<file path="config.mk">
export PLATFORM = sky130hd
export DESIGN_NAME = router_pkt_src
export DESIGN_NICKNAME = d
export VERILOG_FILES = /design/src/rtl/router_pkg.sv /design/src/rtl/router_tx_buf.sv /design/src/rtl/router_pkt_src.sv
export SDC_FILE = /design/constraint.sdc
export NUM_CORES = 1
export LEC_CHECK = 0
export CAP_MARGIN = 15
export CORE_ASPECT_RATIO = 1.5
export CORE_MARGIN = 5
export CORE_UTILIZATION = 25
export CTS_BUF_LIST = sky130_fd_sc_hd__clkbuf_8
export DETAILED_ROUTE_END_ITERATION = 10
export REMOVE_ABC_BUFFERS = 1
export SYNTH_ARGS = -nofsm -noshare
export SYNTH_HDL_FRONTEND = slang
export SYNTH_SLANG_ARGS = --single-unit
export TNS_END_PERCENT = 100
</file>
<file path="constraint.sdc">
create_clock -name clock -period 4.2 [get_ports clock]
set_input_delay 0.84 -clock clock [delete_from_list [all_inputs] [get_ports clock]]
set_output_delay 0.84 -clock clock [all_outputs]
set_load 0.005 [all_outputs]
</file>
<file path="src/rtl/router_pkg.sv">
// Shared definitions for the router packet source: header layout, limits and FSM state encoding.
package router_pkg;

    localparam logic [1:0]  ADDR_INVALID = 2'b11;
    localparam int unsigned LEN_W        = 6;
    localparam int unsigned MAX_LEN      = 63;

    typedef enum logic [2:0] {
        StIdle,
        StLoad,
        StHeader,
        StPayload,
        StParity,
        StGap
    } tx_state_e;

    // Header byte: length in [7:2], destination address in [1:0].
    function automatic logic [7:0] make_header(input logic [LEN_W-1:0] len,
                                               input logic [1:0] addr);
        return {len, addr};
    endfunction

endpackage

</file>
<file path="src/rtl/router_tx_buf.sv">
// Payload buffer for the router packet source: 64x8, synchronous write, combinational read.
module router_tx_buf
    import router_pkg::*;
(
    input  logic             clock,
    input  logic             we,
    input  logic [LEN_W-1:0] waddr,
    input  logic [7:0]       wdata,
    input  logic [LEN_W-1:0] raddr,
    output logic [7:0]       rdata
);

    logic [7:0] mem [MAX_LEN+1];

    always_ff @(posedge clock) begin
        if (we) begin
            mem[waddr] <= wdata;
        end
    end

    // Combinational read lets data_out pick up the next byte on the transfer edge itself.
    assign rdata = mem[raddr];

endmodule

</file>
<file path="src/rtl/router_pkt_src.sv">
// Router packet source: buffers a payload, then sends header, payload and parity with back-pressure.
// Optional ROUTER_PKT_SRC_ERRINJ_EN adds corrupt_parity to invert the transmitted parity byte.
module router_pkt_src
    import router_pkg::*;
#(
    parameter int unsigned GAP_CYCLES = 3
) (
    input  logic             clock,
    input  logic             resetn,
    input  logic             start,
    input  logic [1:0]       dest_addr,
    input  logic [LEN_W-1:0] pay_len,
    input  logic [7:0]       pay_data,
    input  logic             pay_valid,
    output logic             pay_ready,
    input  logic             busy,
    output logic             pkt_valid,
    output logic [7:0]       data_out,
    output logic             tx_busy,
    output logic             pkt_done,
    output logic             req_err,
    output logic [7:0]       sent_parity
`ifdef ROUTER_PKT_SRC_ERRINJ_EN
    ,
    input  logic             corrupt_parity
`endif
);

    tx_state_e        state_q, state_d;
    logic [LEN_W-1:0] len_q, len_d;
    logic [1:0]       dest_q, dest_d;
    logic [LEN_W-1:0] wr_cnt_q, wr_cnt_d;
    logic [LEN_W-1:0] rd_cnt_q, rd_cnt_d;
    logic [7:0]       par_q, par_d;
    logic [7:0]       data_q, data_d;
    logic [7:0]       sent_par_q, sent_par_d;
    logic             req_err_q, req_err_d;
    logic             pkt_done_q, pkt_done_d;
    logic [3:0]       gap_cnt_q, gap_cnt_d;
    logic             inv_par;
    logic             buf_we;
    logic [LEN_W-1:0] buf_raddr;
    logic [7:0]       buf_rdata;

    wire xfer = ~busy;

    assign buf_we    = (state_q == StLoad) && pay_valid;
    // In PAYLOAD the read port looks one byte ahead of the byte currently on the wire.
    assign buf_raddr = (state_q == StPayload) ? rd_cnt_q + 6'd1 : '0;

    router_tx_buf u_buf (
        .clock (clock),
        .we    (buf_we),
        .waddr (wr_cnt_q),
        .wdata (pay_data),
        .raddr (buf_raddr),
        .rdata (buf_rdata)
    );

`ifdef ROUTER_PKT_SRC_ERRINJ_EN
    logic corrupt_q;

    always_ff @(posedge clock or negedge resetn) begin
        if (!resetn) begin
            corrupt_q <= 1'b0;
        end else if (state_q == StHeader && xfer) begin
            corrupt_q <= corrupt_parity;
        end
    end

    assign inv_par = corrupt_q;
`else
    assign inv_par = 1'b0;
`endif

    always_comb begin
        state_d    = state_q;
        len_d      = len_q;
        dest_d     = dest_q;
        wr_cnt_d   = wr_cnt_q;
        rd_cnt_d   = rd_cnt_q;
        par_d      = par_q;
        data_d     = data_q;
        sent_par_d = sent_par_q;
        req_err_d  = 1'b0;
        pkt_done_d = 1'b0;
        gap_cnt_d  = gap_cnt_q;

        case (state_q)
            StIdle: begin
                if (start) begin
                    if (dest_addr == ADDR_INVALID || pay_len == '0) begin
                        req_err_d = 1'b1;
                    end else begin
                        len_d    = pay_len;
                        dest_d   = dest_addr;
                        wr_cnt_d = '0;
                        state_d  = StLoad;
                    end
                end
            end
            StLoad: begin
                if (pay_valid) begin
                    wr_cnt_d = wr_cnt_q + 6'd1;
                    if (wr_cnt_q == len_q - 6'd1) begin
                        state_d = StHeader;
                        data_d  = make_header(len_q, dest_q);
                        par_d   = make_header(len_q, dest_q);
                    end
                end
            end
            StHeader: begin
                if (xfer) begin
                    state_d  = StPayload;
                    rd_cnt_d = '0;
                    data_d   = buf_rdata;
                end
            end
            StPayload: begin
                if (xfer) begin
                    par_d = par_q ^ data_q;
                    if (rd_cnt_q == len_q - 6'd1) begin
                        state_d = StParity;
                        data_d  = par_q ^ data_q ^ {8{inv_par}};
                    end else begin
                        rd_cnt_d = rd_cnt_q + 6'd1;
                        data_d   = buf_rdata;
                    end
                end
            end
            StParity: begin
                if (xfer) begin
                    sent_par_d = data_q;
                    pkt_done_d = 1'b1;
                    data_d     = '0;
                    gap_cnt_d  = '0;
                    state_d    = StGap;
                end
            end
            StGap: begin
                if (gap_cnt_q == 4'(GAP_CYCLES - 1)) begin
                    state_d = StIdle;
                end else begin
                    gap_cnt_d = gap_cnt_q + 4'd1;
                end
            end
            default: state_d = StIdle;
        endcase
    end

    always_ff @(posedge clock or negedge resetn) begin
        if (!resetn) begin
            state_q    <= StIdle;
            len_q      <= '0;
            dest_q     <= '0;
            wr_cnt_q   <= '0;
            rd_cnt_q   <= '0;
            par_q      <= '0;
            data_q     <= '0;
            sent_par_q <= '0;
            req_err_q  <= 1'b0;
            pkt_done_q <= 1'b0;
            gap_cnt_q  <= '0;
        end else begin
            state_q    <= state_d;
            len_q      <= len_d;
            dest_q     <= dest_d;
            wr_cnt_q   <= wr_cnt_d;
            rd_cnt_q   <= rd_cnt_d;
            par_q      <= par_d;
            data_q     <= data_d;
            sent_par_q <= sent_par_d;
            req_err_q  <= req_err_d;
            pkt_done_q <= pkt_done_d;
            gap_cnt_q  <= gap_cnt_d;
        end
    end

    assign pay_ready   = (state_q == StLoad);
    assign pkt_valid   = (state_q == StHeader) || (state_q == StPayload);
    assign tx_busy     = (state_q != StIdle);
    assign data_out    = data_q;
    assign pkt_done    = pkt_done_q;
    assign req_err     = req_err_q;
    assign sent_parity = sent_par_q;

endmodule

</file>
==> results of run 1 <==
## kinds of logic after synthesis
family | count (synthesis) | share of synthesized area
flip-flops | 565 | 0.7067
buffers and inverters | 131 | 0.02356
adder cells (fa/ha/maj) | 5 | 0.002647
XOR/XNOR | 35 | 0.01329
multiplexers | 100 | 0.05088
AND/OR/NAND/NOR | 546 | 0.1041
AO/OA/AOI/OAI | 353 | 0.09880
## layout make-up
type / count / share of cell area
Sequential cell: 565 / 0.6093
Multi-Input combinational cell: 1039 / 0.2345
Tap cell: 1260 / 0.05750
Clock buffer: 83 / 0.04166
Timing Repair Buffer: 120 / 0.03788
Clock inverter: 63 / 0.01730
Inverter: 13 / 0.001780
Antenna cell: 1 / 0.00009127
## worst max-delay path by stage
stage | to | slack (ns) | start
2_1_floorplan | data_out[5] | -7.63 | rd_cnt_q[0]
3_3_place_gp | data_out[1] | 0.71 | rd_cnt_q[0]
3_5_place_dp | data_out[1] | 0.66 | rd_cnt_q[0]
4_1_cts | data_out[1] | 0.64 | rd_cnt_q[0]
5_1_grt | data_out[1] | 0.51 | rd_cnt_q[0]
6_report | data_out[1] | 0.61 | rd_cnt_q[0]
## layout by cell type, fill, tap and decap left out, types with 8 or more instances in the layout
master | synthesis | routed
a211oi_1 | 61 | 61
a21oi_1 | 95 | 95
a221oi_1 | 27 | 27
a2bb2oi_1 | 8 | 8
a311oi_1 | 17 | 16
a31oi_1 | 39 | 39
and2_1 | 19 | 19
buf_4 | 3 | 75
clkbuf_8 | 0 | 83
clkdlybuf4s50_1 | 0 | 32
clkinv_1 | 0 | 15
clkinv_2 | 0 | 10
dfrtp_1 | 53 | 52
edfxtp_1 | 512 | 512
inv_1 | 12 | 35
mux2_2 | 21 | 21
mux2i_1 | 65 | 65
mux4_2 | 14 | 14
nand2_1 | 238 | 237
nand2b_1 | 13 | 13
nand3_1 | 84 | 84
nand4_1 | 8 | 8
nor2_1 | 117 | 115
nor2b_1 | 13 | 13
nor3_1 | 14 | 14
o21ai_0 | 50 | 50
o31ai_1 | 10 | 10
or3_1 | 11 | 11
xnor2_1 | 14 | 14
xor2_1 | 20 | 20
## sequential cells by signal (all words and copies together), names as in the netlist, 4 cells and up
name and cells:
len_q 6, sent_parity 8, u_buf.mem 512, gap_cnt_q 4, par_q 8, rd_cnt_q 6
data_out 8, wr_cnt_q 6
## critical path, cell delays in order, from the launching register on
cell and delay [ns]:
dfrtp_4 0.53, ha_1 0.34, xnor2_1 0.21, nor2_4 0.69, buf_4 0.43, a311oi_1 0.16
a211oi_1 0.65, nand4b_1 0.27, a31oi_1 0.21
## power groups by stage
| stage | registers (uW) | logic (uW) | clock network (uW) |
|---|---|---|---|
| final | 6820 | 5040 | 4420 |
| after global routing | 6850 | 5360 | 4730 |
| after CTS | 6810 | 4990 | 4490 |
| after detailed placement | 6930 | 4970 | 0 |
| after global placement | 6920 | 4960 | 0 |
| after floorplan | 6920 | 3060 | 0 |
## layer usage
layer,GRT usage,wire length (um)
met1,0.1514,24970
met2,0.2365,36010
met3,0.02251,4628
met4,0.08499,4986
met5,0,0
## metrics by stage
| step | TNS [ns] | hold WS, ns | area (sq um) | setup WS [ns] |
|---|---|---|---|---|
| global route | 0 | 0.3042 | 27420 | 0.5088 |
| finish | 0 | 0.2631 | 27420 | 0.6060 |
| detailed placement | 0 | 0.4957 | 25800 | 0.6628 |
| floorplan | -65.03 | 0.4980 | 23120 | -7.628 |
| global placement | 0 | 0.4914 | 25800 | 0.7097 |
| CTS | 0 | 0.2591 | 27420 | 0.6418 |
==> results.txt, run 1 <==
Clock transition at path regs - 0.08 ns
total CTS buffers - 79
Routed Antenna Nets - 0
crit path kind - flop to flop
port bufs - 41
Final Hold Fails - 0
CP Data Arrival Time - 4.18 ns
Comb pwr share - 0.310
Finish-stage setup viols - 0
fill count - 9399
CTS tree - built
Final Critical Period - 3.594 ns
Setup crit start kind - flop
vias - 15460
top area cells in the synthesized netlist - edfxtp_1 65%, dfrtp_1 5.6%, nand2_1 3.8%, mux2i_1 2.8%, a21oi_1 2.0%
Ys Warns - 0
Layout area overhead - 16.02%
GRT overflow - 0
share of cells above drive strength 1 - 0.1317
#FFs+latches synth - 565
EDFF count, synth - 512
drt wl/cell - 22.45 um
drt pass-1 iters - 6
Initial Utilization - 0.2511
Pint - 10380 uW
Die ar. - 100900 sq um
total net switching power - 5901 uW
Slew Limit Fails - 0
Reg power frac - 0.419
Routed WL - 70600 um
num ports - 42
setup repair bufs after CTS - 0
cell accounting for the most synthesized area - edfxtp_1
global-route wire length before repair - 102800 um
post-DP HPWL - 45770 um
Layout Skew - 0.04470 ns
min-delay worst type - primary input to asynchronous set/reset pin
TritonCTS Sinks - 565
Yosys top cell area share - 0.6506
P_leak - 0.009003 uW
via/cell ratio - 4.919
fmax - 278.2 MHz
RSZ-0062 raised after global routing - no
Core Box Area - 94100 sq um
cell count after synthesis - 1735
worst reg2reg startpoint - rd_cnt_q[0]
multi-input combinational cell area - 6430 sq um
most frequent cell after synthesis - edfxtp_1
VDD IR-drop max - 0.4696 mV
Starting DRT DRC Count - 1525
Post-synth top cells - 512 x edfxtp_1, 238 x nand2_1, 117 x nor2_1, 95 x a21oi_1, 84 x nand3_1
chip width - 261.0 um
Seq/Total Area, Yosys - 0.7067
endpoint type of the worst setup path - flop
CP Max Fanout - 28
die height - 386.6 um
sw frac - 0.3625
initial antenna violation count - 1
clock share of power - 0.271
non-filler instance count after layout - 3144
power density cells - 593.7 nW/um^2
dpl cells - 2997
DRC viols - 0
Tot Pwr - 16280 uW
post-synthesis area per instance - 13.62 sq um
fin crit share - 0.8557
Core Util, Final - 0.2914
PostCTS Resize Cnt - 0
reg2reg setup slack - 0.61 ns
Netlist cell types - 65
Worst-Skew Late Latency - 0.66 ns
Async S/R FF share, synth - 0.09381
R2R depth - 8
Root Buffer - clkbuf_8
max cap viols - 0
WP data required - 4.79 ns
final layout net count - 1844
Register Area - 16700 sq um
total track usage - 0.1350
floorplan row count - 138
ys flop type - edfxtp_1
H-tree depth - 3
GPL Wtd Cong - 0.9666
clk buf depth - 3
worst-margin pin slew - 0.9893 ns
status - complete, no violations
vias in the first global route - 15440
largest net degree at the start of global routing - 75
CTS Hold Bufs - 0
Syn Std Cell Area - 23630 sq um
Reg-to-Reg End - data_out[1]
slew margin rel. - 0.3365
Power figures use the tool's default switching activity.
==> inputs of run 2 (changes only) <==
CORE_UTILIZATION = 35   (was 25)
MAX_ROUTING_LAYER = met4   (was not set)
==> run 2 against run 1 <==
Non-clock buffer count is 4 lower. Clock-buffer cell count stayed put. Global-route usage is 5.8 points higher. Combinational power is 4.2% higher. Clock skew is 0.0025 ns lower. First-iteration DRC count is 14% higher. Sequential power hardly changed. Sequential cell count stayed put. Critical path depth stayed put. Sequential share of layout area is 1.2 points higher.
==> results.txt, run 2 (synthesis results as in run 1) <==
worst-margin pin slew - 0.9713 ns
GPL Wtd Cong - 0.9957
Setup crit start kind - flop
Critical Path Source - state_q[2]
Core Util, Final - 0.4017
power density cells - 610.9 nW/um^2
Setup WS post-layout - 0.8836 ns
num ports - 42
Starting DRT DRC Count - 1744
sw frac - 0.3688
vias in the first global route - 15420
RSZ-0062 raised after global routing - no
post-DP HPWL - 45660 um
P_leak - 0.008964 uW
via/cell ratio - 5.581
Layout area overhead - 13.74%
critical path depth in cells - 8
Initial Utilization - 0.3532
Die ar. - 72920 sq um
Core Box Area - 66910 sq um
floorplan row count - 116
Pint - 10360 uW
Final Critical Period - 3.316 ns
crit path kind - flop to flop
share of cells above drive strength 1 - 0.1262
status - complete, no violations
VDD IR-drop max - 0.3676 mV
vias - 15430
slowest CP cell - a211oi_1
dpl cells - 2617
Cell Chain, Critical Path - nand4bb_4, buf_4, a221oi_1, a31oi_1, a211oi_1, nor4_1, nand2_1, a31oi_1
Worst-Skew Late Latency - 0.68 ns
GRT overflow - 0
slew margin rel. - 0.3525
dpl cell area - 25290 sq um
drt pass-1 iters - 5
WHS Path Cells - 1
Routed Antenna Nets - 0
WP data required - 4.75 ns
max reg flops - 512
most common cell after layout, fill and taps aside - edfxtp_1
Tot Pwr - 16420 uW
global-route wire length before repair - 102900 um
Layout Skew - 0.04222 ns
chip width - 222.2 um
final layout net count - 1841
CP Max Fanout - 23
R2R depth - 8
fmax - 301.5 MHz
endpoint type of the worst setup path - flop
total net switching power - 6055 uW
H-tree depth - 3
Final Hold Fails - 0
Slew Limit Fails - 0
largest net degree at the start of global routing - 70
min-delay worst type - flop to flop
crit-path max cell delay - 0.71 ns
DRC viols - 0
initial antenna violation count - 2
TritonCTS Sinks - 565
drt wl/cell - 25.45 um
fin area - 26880 sq um
delay-heaviest family, CP - compound AO/OA/AOI/OAI gates
worst reg2reg startpoint - state_q[2]
Place WS - 0.7752 ns
Finish-stage setup viols - 0
largest register by flop count - u_buf.mem
max cap viols - 0
non-filler instance count after layout - 2765
port bufs - 41
fin crit share - 0.7896
Reg power frac - 0.417
fill count - 6173
clk buf depth - 3
die height - 328.2 um
min-delay src - sent_parity[4]
Routed WL - 70370 um
total track usage - 0.1932
clock share of power - 0.263
Clock transition at path regs - 0.06 ns
total CTS buffers - 80
Comb pwr share - 0.320
CP Data Arrival Time - 3.87 ns
Buffers & Inverters on Critical Path - 1
Root Buffer - clkbuf_8
CTS tree - built
Top cell by count, worst path - a31oi_1
most frequent cells in the layout - 512 x edfxtp_1, 237 x nand2_1, 115 x nor2_1, 95 x a21oi_1, 84 x nand3_1
-- run 2: cell types whose count changed in the layout (fill, tap and decap cells not counted), moves of 2 or more --
cell / previous run / this run
clkinv_1: 15 / 20
clkinv_2: 10 / 7
clkinvlp_4: 5 / 3
buf_4: 75 / 71
-- run 2: layout make-up --
cell class | count | area [sq um] | share of cell area
tap | 885 | 1107 | 0.04120
antenna | 2 | 5.005 | 0.0001862
sequential | 565 | 16700 | 0.6215
inverter | 13 | 48.80 | 0.001815
multi-input combinational | 1039 | 6430 | 0.2392
clock inverter | 62 | 427.9 | 0.01592
timing repair buffer | 116 | 1013 | 0.03770
clock buffer | 83 | 1142 | 0.04250
-- run 2: worst register-to-register path, delay by kind of cell (launching register included) --
family / cells / cell delay [ns]
flops: 1 / 0.54
compound gates: 4 / 1.18
simple gates: 3 / 1.02
buf+inv: 1 / 0.46
-- run 2: stage by stage --
step | hold slack, ns | TNS [ns]
after floorplan | 0.4980 | -65.03
after global placement | 0.4909 | 0
after detailed placement | 0.4953 | 0
after CTS | 0.5087 | 0
after global routing | 0.5286 | 0
final | 0.5051 | 0
-- run 2: repair_timing --
item	CTS	global route
hold buffers	1	0
setup buffers	0	0
endpoints found under the hold margin	11	0
resized for setup	0	0
-- run 2: power groups by stage --
stage | combinational [uW] | sequential (uW) | clock, uW
finish | 5250 | 6850 | 4320
global route | 5530 | 6870 | 4640
CTS | 5190 | 6840 | 4390
detailed placement | 5180 | 6950 | 0
global placement | 5150 | 6940 | 0
floorplan | 3060 | 6920 | 0
-- run 2: worst paths after layout --
path	end	slack (ns)
worst max-delay path	data_out[7]	0.88
worst min register to register	sent_parity[4]	0.51
min in group asynchronous	state_q[2]	0.56
worst min-delay path	sent_parity[4]	0.51
worst max register to register	data_out[7]	0.88
max in group asynchronous	data_out[5]	2.75
-- run 2: layer usage --
layer,track usage,part of all wire,vias to the layer above
met5,-,0,-
met4,0.1211,0.076,0
met3,0.03120,0.065,234
met2,0.3241,0.50,772
met1,0.2157,0.36,7668
li1,-,-,6758
